**config.mk**
```make
export PLATFORM = sky130hd
export DESIGN_NAME = dcache_refill_buffer
export DESIGN_NICKNAME = d
export VERILOG_FILES = /design/src/rtl/dcache_refill_buffer_pkg.sv /design/src/rtl/dcache_refill_buffer.sv
export SDC_FILE = /design/constraint.sdc
export NUM_CORES = 1
export LEC_CHECK = 0
export ABC_AREA = 1
export BUFFER_PORTS_ARGS = -buffer_cell sky130_fd_sc_hd__buf_4
export CAP_MARGIN = 20
export CORE_AREA = 3 3 275 277
export DETAILED_ROUTE_END_ITERATION = 16
export DIE_AREA = 0 0 278 280
export GPL_TIMING_DRIVEN = 0
export HOLD_SLACK_MARGIN = 0.06
export PLACE_DENSITY = 0.61
export SETUP_SLACK_MARGIN = 0.1
export SYNTH_ARGS = -nofsm -noshare
export SYNTH_HDL_FRONTEND = slang
export SYNTH_SLANG_ARGS = --single-unit
```
**constraint.sdc**
```tcl
create_clock -name i_clk -period 6.3 [get_ports i_clk]
set_input_delay 0.315 -clock i_clk [delete_from_list [all_inputs] [get_ports i_clk]]
set_output_delay 0.315 -clock i_clk [all_outputs]
set_load 0.02 [all_outputs]
```
**src/rtl/dcache_refill_buffer_pkg.sv**
```systemverilog
// Shared types and sizing helpers for the D-cache refill buffer.
package dcache_refill_buffer_pkg;

    typedef enum logic [1:0] {RF_IDLE, RF_FILL, RF_DRAIN, RF_HOLD} refill_state_e;

    localparam int unsigned DEFAULT_LINE_BYTE_OFFSET = 6;
    localparam int unsigned WORD_IDX_W = DEFAULT_LINE_BYTE_OFFSET - 2;

    function automatic int unsigned word_idx_width(input int unsigned line_byte_offset);
        return line_byte_offset - 2;
    endfunction

endpackage

```
**src/rtl/dcache_refill_buffer.sv**
```systemverilog
// Assembles one WRAP-burst cache-line refill, forwards the critical word,
// serves probes of arrived words and offers the full line to the data RAM.
module dcache_refill_buffer
    import dcache_refill_buffer_pkg::*;
#(
    parameter int unsigned LINE_BYTE_OFFSET = DEFAULT_LINE_BYTE_OFFSET
) (
    input  logic                             i_clk,
    input  logic                             i_rst,
    input  logic                             i_flush,
    input  logic                             i_beat_valid,
    input  logic [31:0]                      i_beat_data,
    input  logic                             i_beat_last,
    input  logic [31:0]                      i_first_addr,
    output logic                             o_busy,
    output logic                             o_crit_valid,
    output logic [31:0]                      o_crit_data,
    input  logic [31:0]                      i_probe_addr,
    output logic                             o_probe_hit,
    output logic [31:0]                      o_probe_data,
    output logic                             o_line_valid,
    output logic [32-LINE_BYTE_OFFSET-1:0]   o_line_addr,
    output logic [32*(2**(LINE_BYTE_OFFSET-2))-1:0] o_line_data,
    input  logic                             i_line_ready,
    output logic                             o_err
);

    localparam int unsigned IDX_W      = word_idx_width(LINE_BYTE_OFFSET);
    localparam int unsigned LINE_WORDS = 1 << IDX_W;
    localparam int unsigned TAG_W      = 32 - LINE_BYTE_OFFSET;
    localparam int unsigned CNT_W      = IDX_W + 1;
    localparam logic [CNT_W-1:0] LAST_CNT = CNT_W'(LINE_WORDS - 1);

    refill_state_e          state;
    logic [TAG_W-1:0]       line_addr;
    logic [IDX_W-1:0]       start_idx;
    logic [CNT_W-1:0]       count;
    logic [LINE_WORDS-1:0]  mask;
    logic [31:0]            store [LINE_WORDS];
    logic                   crit_valid;
    logic [31:0]            crit_data;
    logic                   err;

    logic [IDX_W-1:0]       first_idx;
    logic [IDX_W-1:0]       fill_idx;
    logic [IDX_W-1:0]       probe_idx;
    logic                   start_fill;
    logic                   fill_write;
    logic                   unused_addr_bits;

    assign first_idx = i_first_addr[LINE_BYTE_OFFSET-1:2];
    assign probe_idx = i_probe_addr[LINE_BYTE_OFFSET-1:2];
    // Index wraps inside the line, matching the AXI WRAP burst order.
    assign fill_idx  = start_idx + count[IDX_W-1:0];
    assign unused_addr_bits = ^{i_first_addr[1:0], i_probe_addr[1:0]};

    // A first beat is accepted in IDLE, or in HOLD when the old line leaves the same cycle.
    assign start_fill = i_beat_valid &&
                        (state == RF_IDLE || (state == RF_HOLD && i_line_ready && !i_flush));
    assign fill_write = state == RF_FILL && i_beat_valid && !i_flush &&
                        (count != LAST_CNT || i_beat_last);

    always_ff @(posedge i_clk) begin
        if (start_fill) begin
            store[first_idx] <= i_beat_data;
        end else if (fill_write) begin
            store[fill_idx] <= i_beat_data;
        end
    end

    always_ff @(posedge i_clk) begin
        if (i_rst) begin
            state      <= RF_IDLE;
            line_addr  <= '0;
            start_idx  <= '0;
            count      <= '0;
            mask       <= '0;
            crit_valid <= 1'b0;
            crit_data  <= '0;
            err        <= 1'b0;
        end else begin
            crit_valid <= 1'b0;
            err        <= 1'b0;
            if (start_fill) begin
                line_addr  <= i_first_addr[31:LINE_BYTE_OFFSET];
                start_idx  <= first_idx;
                count      <= CNT_W'(1);
                crit_valid <= 1'b1;
                crit_data  <= i_beat_data;
                if (i_beat_last) begin
                    err   <= 1'b1;
                    state <= RF_IDLE;
                    mask  <= '0;
                end else begin
                    state <= RF_FILL;
                    mask  <= LINE_WORDS'(1) << first_idx;
                end
            end else begin
                unique case (state)
                    RF_IDLE: begin
                    end
                    RF_FILL: begin
                        if (i_flush) begin
                            if (i_beat_valid && i_beat_last) begin
                                state <= RF_IDLE;
                                mask  <= '0;
                            end else begin
                                state <= RF_DRAIN;
                            end
                        end else if (i_beat_valid) begin
                            if (count == LAST_CNT && i_beat_last) begin
                                mask  <= mask | (LINE_WORDS'(1) << fill_idx);
                                count <= count + CNT_W'(1);
                                state <= RF_HOLD;
                            end else if (count == LAST_CNT) begin
                                err   <= 1'b1;
                                state <= RF_DRAIN;
                            end else if (i_beat_last) begin
                                err   <= 1'b1;
                                state <= RF_IDLE;
                                mask  <= '0;
                            end else begin
                                mask  <= mask | (LINE_WORDS'(1) << fill_idx);
                                count <= count + CNT_W'(1);
                            end
                        end
                    end
                    RF_DRAIN: begin
                        if (i_beat_valid && i_beat_last) begin
                            state <= RF_IDLE;
                            mask  <= '0;
                        end
                    end
                    RF_HOLD: begin
                        if (i_flush || i_line_ready) begin
                            state <= RF_IDLE;
                            mask  <= '0;
                        end else if (i_beat_valid) begin
                            err <= 1'b1;
                        end
                    end
                    default: state <= RF_IDLE;
                endcase
            end
        end
    end

    always_comb begin
        o_busy       = state != RF_IDLE;
        o_crit_valid = crit_valid;
        o_crit_data  = crit_data;
        o_err        = err;
        o_line_valid = state == RF_HOLD;
        o_line_addr  = (state == RF_HOLD) ? line_addr : '0;
        o_line_data  = '0;
        for (int w = 0; w < LINE_WORDS; w++) begin
            if (state == RF_HOLD) begin
                o_line_data[32*w +: 32] = store[w];
            end
        end
        o_probe_hit  = (state == RF_FILL || state == RF_HOLD) &&
                       i_probe_addr[31:LINE_BYTE_OFFSET] == line_addr && mask[probe_idx];
        o_probe_data = o_probe_hit ? store[probe_idx] : '0;
    end

endmodule

```
==> results_dict.tcl <==
set metrics [dict create \
    outcome "finished clean" \
    cellLeakagePower_nw 20.1 \
    fin_tns_setup_ns 0 \
    antenna_found_initial 7 \
    worst_slew_pin_slew_ns 1.20 \
    cts_buffers 69 \
    port_buffers 701 \
    postCtsSetupRepairBufs 0 \
    detail_route.first_pass.iterations 6 \
    ys_warn_count 0 \
    place_hpwl_um 108000 \
    max_stage_delay_ns 0.53 \
    slowest_stage "nor2_1" \
    coreArea_um2 73100 \
    ctsHoldBuffers 34 \
    synth.distinct_cells 38 \
    power.density_nw_per_um2 282 \
    grt_start_max_net_pins 28 \
    route.detailed.drc 0 \
    syn-cell-area_um2 29200 \
    synth-simple-area-share_pct 27.8 \
    grt-ovfl-total 0 \
    synth-edff-count 512 \
    end_kind "primary output" \
    yosys_register_bits 599 \
    synth-xor-area-share_pct 0.450 \
    clock_skew_ns 0.0273 \
    path_cells "ha_1, buf_4, o22ai_1, nor3_1, nand3_1, nor2_1, nand3_2, buf_2, nor2_1, buf_4" \
    synthesis.nets 3610 \
    async_flop_share_pct 0 \
    rows 99 \
    max_clock_freq_mhz 236 \
    setup_viol 0 \
    grt_usage_pct 35.7 \
    vias 28700 \
    arrival_ns 3.93 \
    area_growth_pct 32.4 \
    syn_area_per_cell_um2 8.36 \
    cts_root_buf "clkbuf_16" \
    final-hold-violation-count 0 \
    cp.required_ns 5.98 \
    cp-startpoint "state[0]" \
    die-width_um 278 \
    r2r_slack_ns 2.92 \
    grt_pass1_vias 27500 \
    synth_ff_type "edfxtp_1" \
    synth_top_family_by_area "simple AND/OR/NAND/NOR gates" \
    clock_sinks 599 \
    place.gp.congestion 0.952 \
    muxShareOfSynthArea_pct 0 \
    cap_violations 0 \
    total_power_mw 10.9 \
    cts_resized 0 \
    drt_iter0_markers 3721 \
    nNetsFinal 4433 \
    grt_pass1_wl_um 198000 \
    ys_seq_area_share_pct 58.6 \
    rr_worst_depth 12 \
    fin_util_pct 52.9 \
    fin_crit_sh_pct 67.4 \
    wl_um 143000 \
    synthAdderAreaFrac_pct 0.625 \
    cts_max_level 3 \
    clk_latency_ns 0.62 \
    start_kind "register" \
    slew_violations 0 \
    post-place-ws_ns 2.65 \
    io_pins 709 \
    rsz0062_at_grt "false" \
    r2r_start "count[0]" \
    nFillCells 6993 \
    setup.worst_path.end "o_probe_data[12]" \
    synth-compound-area-share_pct 1.92 \
    viasPerCell 5.39 \
    path_clk_slew_ns 0.06 \
    cts_tree "built" \
    final.min_clock_period_ns 4.25 \
    r2r_end "store[15][24]" \
    stdcell_area_um2 38700 \
    placed_area_um2 36200 \
    min_path_type "in2reg" \
    dieHeight_um 280 \
    path_class "reg2out" \
    start_util_pct 40.0 \
    setup_ws_ns 2.05 \
    cp_max_fo 10 \
    drtAntennaViolNets 0 \
    cts_buffer_depth 3 \
    netlist_instances 3494 \
    wl_per_cell_um 26.9 \
    drive_gt1_share_pct 20.9 \
    vdd_drop_max_v 0.000184 \
    die_area_um2 77800 \
    slew-limit-headroom_pct 19.8 \
]
critical path, delay by kind of cell, from the launching register on:
family / cells / cell delay (ns)
adder cells (fa/ha/maj): 1 / 0.29
flip-flops: 1 / 0.36
AO/OA/AOI/OAI: 1 / 0.16
AND/OR/NAND/NOR: 5 / 1.61
buffers and inverters: 3 / 0.89
Yosys cell counts (3+ instances only):
| library cell | number | area, µm² |
|---|---|---|
| nor2_2 | 3 | 18.8 |
| buf_4 | 4 | 30.0 |
| nor2_1 | 90 | 338 |
| nand2_1 | 1319 | 4950 |
| nand3_1 | 514 | 2570 |
| nand4_1 | 10 | 62.6 |
| clkbuf_1 | 117 | 439 |
| nor3_1 | 15 | 75.1 |
| a31oi_1 | 3 | 18.8 |
| buf_1 | 16 | 60.1 |
| xor2_1 | 7 | 61.3 |
| edfxtp_1 | 512 | 15400 |
| a21oi_1 | 41 | 205 |
| xnor2_1 | 8 | 70.1 |
| buf_2 | 61 | 305 |
| ha_1 | 13 | 163 |
| inv_1 | 597 | 2240 |
| o21ai_0 | 40 | 200 |
| o22ai_1 | 5 | 31.3 |
| inv_2 | 3 | 11.3 |
| dfxtp_1 | 87 | 1740 |
| nand2_2 | 3 | 18.8 |
| o21ai_1 | 5 | 25.0 |
| nor2_4 | 3 | 33.8 |
routing by layer:
layer	routed length, µm	vias up	global-route usage [%]
li1	-	12600	-
met1	53000	13700	44.8
met2	66200	1970	58.0
met3	15600	361	7.95
met4	8340	10	18.4
met5	60	-	0
layout make-up:
class | count | area, µm² | share of cell area [%]
Sequential cell | 599 | 17100 | 44.3
Multi-Input combinational cell | 2094 | 9110 | 23.5
Timing Repair Buffer | 752 | 5970 | 15.4
Inverter | 602 | 2260 | 5.84
Clock buffer | 90 | 1880 | 4.86
Tap cell | 959 | 1200 | 3.10
Buffer | 199 | 846 | 2.19
Clock inverter | 29 | 298 | 0.770
Antenna cell | 1 | 2.50 | 0.00647
stage by stage:
stage / hold slack, ns / instances
2_1_floorplan: 0.414 / 3494
3_3_place_gp: 0.458 / 5154
3_5_place_dp: 0.464 / 5171
4_1_cts: 0.0602 / 5324
5_1_grt: 0.0808 / 5324
6_report: 0.0786 / 5325
power by group:
part,total [mW],internal [mW],leakage (nW),switching (mW)
sequential,4.64,4.52,5.33,0.124
combinational,2.27,0.665,13.8,1.61
clock,3.99,2.31,1.06,1.68
total,10.9,7.49,20.1,3.41
worst min path at each step:
stage,startpoint,end,slack [ns],cells past startpoint
after floorplan,i_beat_data[0],store[0][0],0.41,0
after global placement,o_crit_data[13],o_crit_data[13],0.46,2
final,i_beat_data[31],o_crit_data[31],0.08,3
after CTS,i_beat_data[30],o_crit_data[30],0.06,3
after global routing,i_beat_data[13],o_crit_data[13],0.08,3
after detailed placement,o_crit_data[9],o_crit_data[9],0.46,2
cells by family (layout without fill, tap and decap cells):
logic type,count (synthesis),after routing
compound gates,103,103
simple gates,1962,1962
flops,599,599
buf+inv,801,1672
xor+xnor,15,15
other cells,0,1
fa+ha+maj,14,14
flip-flops by register name, indices dropped and copies added (netlist names):
register	flops
count	5
line_addr	26
mask	16
o_crit_data	32
o_crit_valid	1
o_err	1
start_idx	4
state	2
store	512
cells in the final DEF, fill, tap and decap left out, drive strengths merged, types with 3 or more instances in the layout:
cell type | netlist | final
nand2 | 1322 | 1322
buf | 82 | 800
inv | 600 | 605
nand3 | 515 | 515
edfxtp | 512 | 512
clkbuf | 117 | 207
nor2 | 96 | 96
dfxtp | 87 | 87
o21ai | 46 | 46
a21oi | 42 | 42
dlygate4sd3 | 0 | 34
clkinv | 2 | 18
nor3 | 16 | 16
ha | 13 | 13
nand4 | 10 | 10
xnor2 | 8 | 8
xor2 | 7 | 7
o22ai | 5 | 5
bufinv | 0 | 5
a31oi | 3 | 3
clkinvlp | 0 | 3
Note: power is estimated with default switching activity, not from simulation.
